===== src/rtl/alu_arbiter.sv =====
// Two-requester front end for a single shared combinational ALU.
// One operation in flight; ties are broken round-robin on the last served requester.
module alu_arbiter #(
  parameter int DATA_WIDTH    = 32,
  parameter int OPCODE_LENGTH = 4
) (
  input  logic                     clk,
  input  logic                     reset,
  input  logic                     req0_valid,
  output logic                     req0_ready,
  input  logic [OPCODE_LENGTH-1:0] req0_op,
  input  logic [DATA_WIDTH-1:0]    req0_a,
  input  logic [DATA_WIDTH-1:0]    req0_b,
  input  logic                     req1_valid,
  output logic                     req1_ready,
  input  logic [OPCODE_LENGTH-1:0] req1_op,
  input  logic [DATA_WIDTH-1:0]    req1_a,
  input  logic [DATA_WIDTH-1:0]    req1_b,
  output logic                     rsp0_valid,
  input  logic                     rsp0_ready,
  output logic [DATA_WIDTH-1:0]    rsp0_data,
  output logic                     rsp1_valid,
  input  logic                     rsp1_ready,
  output logic [DATA_WIDTH-1:0]    rsp1_data,
  output logic [DATA_WIDTH-1:0]    alu_srca,
  output logic [DATA_WIDTH-1:0]    alu_srcb,
  output logic [OPCODE_LENGTH-1:0] alu_op,
  input  logic [DATA_WIDTH-1:0]    alu_result,
  output logic                     busy
);

  localparam logic [1:0] IDLE = 2'd0;
  localparam logic [1:0] EXEC = 2'd1;
  localparam logic [1:0] RESP = 2'd2;

  logic [1:0]               state_reg, state_next;
  logic                     last_grant_reg;
  logic                     grant_id_reg;
  logic [OPCODE_LENGTH-1:0] op_reg;
  logic [DATA_WIDTH-1:0]    a_reg, b_reg, result_reg;

  logic grant_sel;
  logic idle_open;
  logic in_resp;
  logic accept;
  logic rsp_done;

  // On a tie the requester not served last wins; otherwise whoever is valid.
  always_comb begin
    grant_sel = 1'b0;
    if (req0_valid && req1_valid) begin
      grant_sel = ~last_grant_reg;
    end else if (req1_valid) begin
      grant_sel = 1'b1;
    end
  end

  // Reset masks every handshake output so nothing can complete in a reset cycle.
  assign idle_open  = (state_reg == IDLE) && !reset;
  assign req0_ready = idle_open && req0_valid && !grant_sel;
  assign req1_ready = idle_open && req1_valid && grant_sel;
  assign accept     = req0_ready || req1_ready;

  assign in_resp    = (state_reg == RESP) && !reset;
  assign rsp0_valid = in_resp && !grant_id_reg;
  assign rsp1_valid = in_resp && grant_id_reg;
  assign rsp0_data  = rsp0_valid ? result_reg : '0;
  assign rsp1_data  = rsp1_valid ? result_reg : '0;
  assign rsp_done   = (rsp0_valid && rsp0_ready) || (rsp1_valid && rsp1_ready);

  assign alu_op   = op_reg;
  assign alu_srca = a_reg;
  assign alu_srcb = b_reg;
  assign busy     = (state_reg != IDLE);

  always_comb begin
    state_next = state_reg;
    case (state_reg)
      IDLE:    if (accept) state_next = EXEC;
      EXEC:    state_next = RESP;
      RESP:    if (rsp_done) state_next = IDLE;
      default: state_next = IDLE;
    endcase
  end

  always_ff @(posedge clk) begin
    if (reset) begin
      state_reg      <= IDLE;
      last_grant_reg <= 1'b1;
      grant_id_reg   <= 1'b0;
      op_reg         <= '0;
      a_reg          <= '0;
      b_reg          <= '0;
      result_reg     <= '0;
    end else begin
      state_reg <= state_next;
      if (state_reg == IDLE && accept) begin
        grant_id_reg <= grant_sel;
        op_reg       <= grant_sel ? req1_op : req0_op;
        a_reg        <= grant_sel ? req1_a  : req0_a;
        b_reg        <= grant_sel ? req1_b  : req0_b;
      end
      if (state_reg == EXEC) begin
        result_reg <= alu_result;
      end
      if (state_reg == RESP && rsp_done) begin
        last_grant_reg <= grant_id_reg;
      end
    end
  end

endmodule


===== config.mk =====
export PLATFORM = sky130hd
export DESIGN_NAME = alu_arbiter
export DESIGN_NICKNAME = d
export VERILOG_FILES = /design/src/rtl/alu_arbiter.sv
export SDC_FILE = /design/constraint.sdc
export NUM_CORES = 1
export LEC_CHECK = 0
export CAP_MARGIN = 10
export CORE_ASPECT_RATIO = 0.5
export CORE_MARGIN = 8
export CORE_UTILIZATION = 36
export CTS_CLUSTER_SIZE = 12
export DETAILED_ROUTE_END_ITERATION = 8
export PLACE_DENSITY = 0.78
export REMOVE_ABC_BUFFERS = 1
export SLEW_MARGIN = 20
export SYNTH_ARGS = -nofsm -noshare
export SYNTH_HDL_FRONTEND = slang
export SYNTH_SLANG_ARGS = --single-unit
export TNS_END_PERCENT = 20

===== constraint.sdc =====
create_clock -name clk -period 1.3 [get_ports clk]
set_input_delay 0.26 -clock clk [delete_from_list [all_inputs] [get_ports clk]]
set_output_delay 0.26 -clock clk [all_outputs]
set_load 0.005 [all_outputs]

==> flow_summary.toml, run 1 <==
[setup_path]
max_stage_delay_ns = 0.36
cp.required_ns = 1.04
critPathTopFamily = "simple AND/OR/NAND/NOR gates"
cp.arrival_ns = 1.61
setup.worst_path.end_class = "output port"
r2r-start = "state_reg[0]"
reg2reg_depth = 7
crit_buf_inv = 3
r2r_end = "alu_srca[30]"
worstPathMaxFanout = 8
path_class = "reg -> out"
path_cells = "and4bb_2, buf_8, clkbuf_16, and2_1, buf_2"
r2r_slack_ns = -0.38
setup.worst_path.start_class = "flip-flop"
crit_slowest_cell = "dfxtp_4"

[worst_hold_path]
holdCritPathClass = "in -> reg"
whs_path_depth = 3
min_from = "reset"
hold_path_end = "grant_id_reg"

[yosys]
yosys_warnings = 0
synth-edff-count = 0
yosysTopAreaCell = "dfxtp_1"
yosys_most_used_dff = "dfxtp_1"
synth_most_common_cell = "nor4_2"
synthTopCellsByCount = "130 x nor4_2, 104 x dfxtp_1, 102 x a21oi_1, 69 x nor3_1, 65 x nand2_1"
syn_avg_cell_area_um2 = 9.17
synthArstFlopShare_pct = 0
ys_seq_area_share_pct = 35.7
synth.area.top_cells = "dfxtp_1 36%, nor4_2 28%, a21oi_1 8.8%"
synthDistinctLibCells = 26
synth-seq-cells = 104
netlist.area_leader.share_pct = 35.7
synthCells = 636
syn-cell-area_um2 = 5830

[floorplan]
start_util_pct = 36.2
fp.dieH_um = 106
ioPinCount = 311
die_w_um = 196
coreArea_um2 = 16100
dieArea_um2 = 20800
std_cell_rows = 33

[finish]
final_core_util_pct = 61.2
regArea_um2 = 2090
multi_input_area_um2 = 3510
antenna_cells = 0
fin_nets = 1099
fillers = 1370
drive_gt1_share_pct = 34.7
areaGrowthSynthToFinish_pct = 69.1

[timing]
period_minus_slack_ns = 1.87
timing.fmax_mhz = 534
period_share_pct = 144
relSlewSlack_pct = 52.4
hold_violations = 0
worst_slack_ns = -0.572
setup_viol = 139
setup_tns_ns = -55.77
whs_ns = 0.223
finalClockSkew_ns = 0.00654
slew_viol_final = 0
rsz0062_at_grt = "true"
worstMarginPinSlew_ns = 0.714

[job]
drv_cap = 0

[routing]
wl_um = 25300
drt_pass1_iterations = 5
drc_errors = 0
num_vias = 6156
post_drt_via_cell_ratio = 5.40
antenna_left = 0
detail_route.wl_per_cell_um = 22.2
first_iter_violations = 306

[global_route]
grt_antenna_before_repair = 1
globalRouteOverflowTotal = 0
grt_pass1_wl_um = 36000
grt_pass1_vias = 5937
grt_start_max_net_pins = 79
grt_usage_pct = 21.4

[clock_network]
path_clk_slew_ns = 0.07
clk_latency_ns = 0.34
cts_sinks = 104
numCtsBuffers = 9
postCtsHoldBufs = 0
cts_root_buffer = "clkbuf_16"
clock_path_buffers = 2
cts_tree = "built"
htree_levels = 3

[status]
violations = "setup timing"
outcome = "finished, violations left"

[pwr]
power_density_nw_per_um2 = 952
swShare_pct = 30.0
peakVddDrop_mv = 0.525
internal_power_w = 0.00657
pwr-share-comb_pct = 31.2
clock_power_share_pct = 29.1
pwr-share-seq_pct = 39.7
finalPower_w = 0.00939
p_switching_w = 0.00282
p_leak_nw = 3.95

[place]
finalWeightedCongestion = 0.798
dp_hpwl_um = 17100
port_buffers = 310
-- layout make-up --
type / count / share of cell area, %
clock buffer: 11 / 2.46
clock inverter: 4 / 0.457
inverter: 2 / 0.140
sequential: 104 / 21.2
multi-input combinational: 451 / 35.6
timing repair buffer: 357 / 37.5
tap: 210 / 2.67
-- metal layers --
layer  wire (µm)  track usage, %
met2       11000            32.3
met4         283            3.55
met3        2620            8.92
met5          13               0
met1       11400            28.5
-- cell families (layout without fill, tap and decap cells) --
| kind of cell | count (synthesis) | in the layout | share of synthesized area [%] |
|---|---|---|---|
| AOI/OAI and AO/OA | 105 | 105 | 9.19 |
| buffers and inverters | 81 | 374 | 7.68 |
| DFF | 104 | 104 | 35.7 |
| muxes | 1 | 1 | 0.172 |
| and+or+nand+nor | 345 | 345 | 47.2 |
-- cell usage in the layout, fill, tap and decap left out, drive strengths merged, types with 17 or more instances in the layout --
master	n
a21oi	102
nor4	137
clkbuf	17
dlygate4sd2	49
nor3	69
nand2	65
dfxtp	104
and2	64
buf	109
dlymetal6s2s	20
clkdlybuf4s50	171
-- how the worst max path moves through the flow --
stage / start / to / slack (ns) / depth (start not counted)
after floorplan: last_grant_reg / req0_ready / -3.49 / 2
after global placement: req0_valid / req0_ready / -0.81 / 4
after detailed placement: req0_valid / req0_ready / -0.78 / 4
after CTS: state_reg[0] / rsp1_data[8] / -0.81 / 4
after global routing: state_reg[0] / rsp1_data[7] / -0.62 / 5
final: state_reg[0] / rsp1_data[17] / -0.57 / 5
-- stage by stage --
stage	instance area [µm²]	std cells	worst slack [ns]
6_report	9860	1139	-0.572
5_1_grt	9860	1139	-0.622
4_1_cts	9490	1128	-0.806
3_5_place_dp	9170	1112	-0.778
3_3_place_gp	9170	1112	-0.806
2_1_floorplan	5390	557	-3.49
-- power groups by stage --
stage / clock network, W / registers, W / logic (W)
2_1_floorplan: 0 / 0.00378 / 0.00120
3_3_place_gp: 0 / 0.00378 / 0.00290
3_5_place_dp: 0 / 0.00380 / 0.00292
4_1_cts: 0.00280 / 0.00372 / 0.00284
5_1_grt: 0.00293 / 0.00377 / 0.00315
6_report: 0.00273 / 0.00373 / 0.00293
-- worst min-delay path, stage by stage --
cell,delay [ns]
buf_4,0.12
buf_4,0.11
a21oi_1,0.03
-- what timing repair did --
item,CTS,global route
endpoints found under the setup margin,208,160
gates cloned,0,8
pin swaps,4,32
gates resized for setup,266,193
buffers inserted,1,3
Note: power is estimated with default switching activity, not from simulation.
==> run 2, diff against run 1 <==
ABC_AREA = 1   (was default)
CORE_UTILIZATION = 35   (was 36)
CTS_CLUSTER_SIZE = 8   (was 12)
==> flow_summary.toml, run 2 <==
[status]
outcome = "finished, violations left"
violations = "setup timing"

[yosys]
synth-seq-cells = 104
synthDistinctLibCells = 17
yosys_warnings = 0
syn_avg_cell_area_um2 = 5.94
synthTopCellsByCount = "282 x nand2_1, 204 x nor2_1, 108 x inv_1, 104 x dfxtp_1, 74 x nand3_1"
yosys_most_used_dff = "dfxtp_1"
synth.area.top_cells = "dfxtp_1 39%, nand2_1 20%, nor2_1 14%"
synthCells = 903
netlist.area_leader.share_pct = 38.8
yosysTopAreaCell = "dfxtp_1"
syn-cell-area_um2 = 5360
synth_most_common_cell = "nand2_1"
ys_seq_area_share_pct = 38.8
synthArstFlopShare_pct = 0
synth-edff-count = 0

[global_route]
grt_pass1_vias = 6006
grt_start_max_net_pins = 112
globalRouteOverflowTotal = 0
grt_usage_pct = 18.6
grt_antenna_before_repair = 0
grt_pass1_wl_um = 30500

[timing]
period_share_pct = 132
setup_viol = 137
finalClockSkew_ns = 0.00600
rsz0062_at_grt = "true"
worstMarginPinSlew_ns = 0.721
period_minus_slack_ns = 1.72
timing.fmax_mhz = 583
relSlewSlack_pct = 51.9
hold_violations = 0
worst_slack_ns = -0.416
slew_viol_final = 0

[place]
finalWeightedCongestion = 0.782
placed_cell_area_um2 = 8670
dp_hpwl_um = 14700
port_buffers = 310
place_inst = 1381

[setup_path]
cp.arrival_ns = 1.46
critPathTopFamily = "buffers and inverters"
reg2reg_depth = 8
cp.required_ns = 1.04
r2r_end = "alu_srcb[18]"
max_stage_delay_ns = 0.34
path_class = "reg -> out"
setup.worst_path.start_class = "flip-flop"
crit_slowest_cell = "dfxtp_2"
r2r_slack_ns = -0.10
worstPathMaxFanout = 8
path_cells = "inv_2, nor2_4, nand2_4, clkbuf_16, nor2_1, buf_2"
crit_buf_inv = 3
setup.worst_path.end_class = "output port"
r2r-start = "state_reg[1]"

[job]
drv_cap = 0

[clock_network]
htree_levels = 3
clk_latency_ns = 0.34
clock_path_buffers = 2
numCtsBuffers = 9
cts_sinks = 104
path_clk_slew_ns = 0.07
cts_tree = "built"
cts_root_buffer = "clkbuf_16"
postCtsHoldBufs = 0

[floorplan]
std_cell_rows = 32
die_w_um = 191
fp.dieH_um = 104
ioPinCount = 311
dieArea_um2 = 19800
coreArea_um2 = 15200
start_util_pct = 35.3

[routing]
post_drt_via_cell_ratio = 4.67
first_iter_violations = 277
wl_um = 22700
wl_met3_um = 1410
wirelength_met1_um = 8910
top_layer_used = "met4"
num_vias = 6624
antenna_left = 0
detail_route.wl_per_cell_um = 16.0
drt_pass1_iterations = 5
route.met2.wl_um = 11700
drc_errors = 0

[worst_hold_path]
min_from = "reset"
hold_path_end = "state_reg[1]"
holdCritPathClass = "in -> reg"
whs_path_depth = 4

[pwr]
swShare_pct = 31.4
internal_power_w = 0.00627
p_switching_w = 0.00287
pwr-share-comb_pct = 31.4
pwr-share-seq_pct = 40.3
power_density_nw_per_um2 = 978
p_leak_nw = 4.78
clock_power_share_pct = 28.4
peakVddDrop_mv = 0.799

[finish]
drive_gt1_share_pct = 18.9
fin_area_um2 = 9340
fillers = 1353
layout_commonest_cell = "nand2_1"
areaGrowthSynthToFinish_pct = 74.3
antenna_cells = 0
fin_cells = 1418
fin_nets = 1383
most-common-layout-cells = "268 x nand2_1, 170 x clkdlybuf4s50_1, 131 x nor2_1"
-- run 2: timing repair --
| item | CTS | global route |
|---|---|---|
| gates resized for setup | 369 | 123 |
| endpoints found under the setup margin | 223 | 155 |
| pin swaps | 4 | 7 |
| gates cloned | 1 | 15 |
| setup buffers | 4 | 1 |
-- run 2: worst max path at each step --
| stage | cells past startpoint | from | to | slack [ns] |
|---|---|---|---|---|
| final | 6 | state_reg[1] | rsp1_data[5] | -0.42 |
| after global routing | 6 | state_reg[1] | rsp0_data[8] | -0.50 |
| after CTS | 6 | req0_valid | req1_ready | -0.47 |
| after detailed placement | 6 | reset | rsp0_data[5] | -0.88 |
| after global placement | 6 | reset | rsp0_data[5] | -0.83 |
| after floorplan | 3 | reset | req1_ready | -2.79 |
-- run 2: power groups by stage --
stage | registers [W] | logic (W) | clock network, W
floorplan | 0.00377 | 0.00109 | 0
global placement | 0.00374 | 0.00253 | 0
detailed placement | 0.00376 | 0.00259 | 0
CTS | 0.00368 | 0.00249 | 0.00268
global route | 0.00372 | 0.00316 | 0.00282
finish | 0.00368 | 0.00287 | 0.00259
-- run 2: final cells by class --
cell class	count	area, µm²	share of cell area [%]
Clock buffer	10	229	2.45
Clock inverter	6	53.8	0.576
Inverter	110	414	4.43
Multi-Input combinational cell	629	2880	30.8
Sequential cell	104	2090	22.3
Tap cell	204	255	2.73
Timing Repair Buffer	355	3430	36.7
-- run 2: cell families (layout without fill, tap and decap cells) --
logic type	Yosys count	after routing	synth area share [%]
DFF	104	104	38.8
buffers and inverters	170	481	13.7
and+or+nand+nor	563	563	41.3
AOI/OAI and AO/OA	66	66	6.16
-- run 2: worst min-delay path: stages --
cell and delay (ns):
clkbuf_2 0.15, nor3_1 0.07, nand3_1 0.07, nand2_1 0.04
-- run 2: stage by stage --
| step | total power [W] | hold slack, ns | setup WS [ns] | utilization (%) | TNS (ns) |
|---|---|---|---|---|---|
| 5_1_grt | 0.00969 | 0.305 | -0.498 | 61.6 | -38.04 |
| 4_1_cts | 0.00885 | 0.461 | -0.466 | 57.5 | -51.23 |
| 2_1_floorplan | 0.00486 | 0.442 | -2.79 | - | -227.59 |
| 3_3_place_gp | 0.00627 | 0.469 | -0.830 | 57.1 | -111.85 |
| 6_report | 0.00914 | 0.289 | -0.416 | 61.6 | -28.16 |
| 3_5_place_dp | 0.00635 | 0.468 | -0.876 | 57.1 | -121.12 |
-- run 2: routing by layer --
metal  GRT usage (%)  vias up
li1                -     3320
met1            19.8     3024
met2            35.2      230
met3            4.12       50
met4            6.99        0
met5               0        -
==> run 3, diff against run 2 <==
CTS_CLUSTER_DIAMETER = 80   (was default)
RECOVER_POWER = 25   (was default)
==> flow_summary.toml, run 3 (synthesized netlist as in run 2, its figures left out) <==
[floorplan]
coreArea_um2 = 15200
dieArea_um2 = 19800
start_util_pct = 35.3
ioPinCount = 311
std_cell_rows = 32
die_w_um = 191
fp.dieH_um = 104

[pwr]
swShare_pct = 31.4
pwr-share-comb_pct = 31.2
finalPower_w = 0.00913
pwr-share-seq_pct = 40.3
peakVddDrop_mv = 0.798
p_leak_nw = 4.77
power_density_nw_per_um2 = 979
p_switching_w = 0.00287
clock_power_share_pct = 28.4
internal_power_w = 0.00626

[clock_network]
postCtsHoldBufs = 0
path_clk_slew_ns = 0.07
htree_levels = 3
cts_sinks = 104
cts_root_buffer = "clkbuf_16"
clk_latency_ns = 0.34
cts_tree = "built"
numCtsBuffers = 9
clock_path_buffers = 2

[finish]
regArea_um2 = 2090
drive_gt1_share_pct = 18.7
fin_area_um2 = 9330
multi_input_area_um2 = 2880
layout_commonest_cell = "nand2_1"
most-common-layout-cells = "269 x nand2_1, 170 x clkdlybuf4s50_1, 131 x nor2_1"
fillers = 1359
fin_nets = 1383
areaGrowthSynthToFinish_pct = 74.0
antenna_cells = 0

[global_route]
grt_start_max_net_pins = 112
grt_antenna_before_repair = 0
grt_usage_pct = 18.6
grt_pass1_vias = 6006
grt_pass1_wl_um = 30500
globalRouteOverflowTotal = 0

[status]
violations = "setup timing"
outcome = "finished, violations left"

[place]
dp_hpwl_um = 14700
finalWeightedCongestion = 0.782
placed_cell_area_um2 = 8670
port_buffers = 310

[timing]
setup_viol = 137
worstMarginPinSlew_ns = 0.721
hold_violations = 0
finalClockSkew_ns = 0.00647
relSlewSlack_pct = 51.9
slew_viol_final = 0
period_share_pct = 132
period_minus_slack_ns = 1.72
setup_tns_ns = -28.18
worst_slack_ns = -0.416
timing.fmax_mhz = 583
rsz0062_at_grt = "true"

[setup_path]
setup.worst_path.start_class = "flip-flop"
max_stage_delay_ns = 0.34
cp.arrival_ns = 1.46
worstPathMaxFanout = 8
setup.worst_path.end_class = "output port"
path_class = "reg -> out"
crit_slowest_cell = "dfxtp_2"
cp.required_ns = 1.04
path_cells = "inv_2, nor2_4, nand2_4, clkbuf_16, nor2_1, buf_2"

[routing]
first_iter_violations = 274
post_drt_via_cell_ratio = 4.67
antenna_left = 0
detail_route.wl_per_cell_um = 16.0
drc_errors = 0
drt_pass1_iterations = 5
num_vias = 6616
wl_um = 22700

[job]
drv_cap = 0

[worst_hold_path]
holdCritPathClass = "in -> reg"
## run 3: cell types whose count changed in the layout (fill, tap and decap cells not counted)
cell / before / now
buf_12: 9 / 8
buf_4: 14 / 13
buf_6: 11 / 12
clkbuf_1: 1 / 2
nand2_1: 268 / 269
nand2_2: 10 / 9
## run 3: layout make-up
class / instances / area share [%]
multi-input combinational: 629 / 30.8
timing repair buffer: 355 / 36.6
clock inverter: 6 / 0.577
tap: 204 / 2.74
sequential: 104 / 22.4
inverter: 110 / 4.44
clock buffer: 10 / 2.45
## run 3: what timing repair did
item,4_1_cts,5_1_grt
setup buffers,4,1
pin swaps,4,7
cloned,1,15
resized for setup,369,123
setup endpoints to repair,223,155
## run 3: power groups by stage
stage | logic [W] | clock network (W) | registers [W]
after floorplan | 0.00109 | 0 | 0.00377
after global placement | 0.00253 | 0 | 0.00374
after detailed placement | 0.00259 | 0 | 0.00376
after global routing | 0.00315 | 0.00282 | 0.00372
after CTS | 0.00249 | 0.00268 | 0.00368
final | 0.00285 | 0.00260 | 0.00368
## run 3: per-layer routing
layer  part of all wire, %  vias up  track usage (%)  wire length [µm]
met5                     0        -                0                 0
met3                   6.2       50             4.12              1410
li1                      -     3319                -                 -
met2                    51      228             35.2             11700
met4                   3.2        0             6.99               737
met1                    39     3019             19.8              8900
## run 3: final timing paths
check / from / end / slack [ns] / cells after the start
setup / recovery: state_reg[1] / rsp1_data[5] / -0.42 / 6
hold / removal: reset / state_reg[1] / 0.29 / 4
setup reg to reg: state_reg[1] / alu_srcb[18] / -0.10 / 8
hold reg to reg: last_grant_reg / last_grant_reg / 0.49 / 2
## run 3: critical path: cells and delay by family (launching register included)
kind	cells	cell delay [ns]
flip-flops	1	0.34
AND/OR/NAND/NOR	3	0.39
buffers and inverters	3	0.38
## run 3: through the flow
step / cells / hold WS (ns) / setup slack (ns) / utilization, %
6_report: 1418 / 0.289 / -0.416 / 61.5
5_1_grt: 1418 / 0.305 / -0.498 / 61.5
4_1_cts: 1402 / 0.461 / -0.466 / 57.5
3_5_place_dp: 1381 / 0.468 / -0.876 / 57.1
3_3_place_gp: 1381 / 0.469 / -0.830 / 57.1
2_1_floorplan: 843 / 0.442 / -2.79 / -
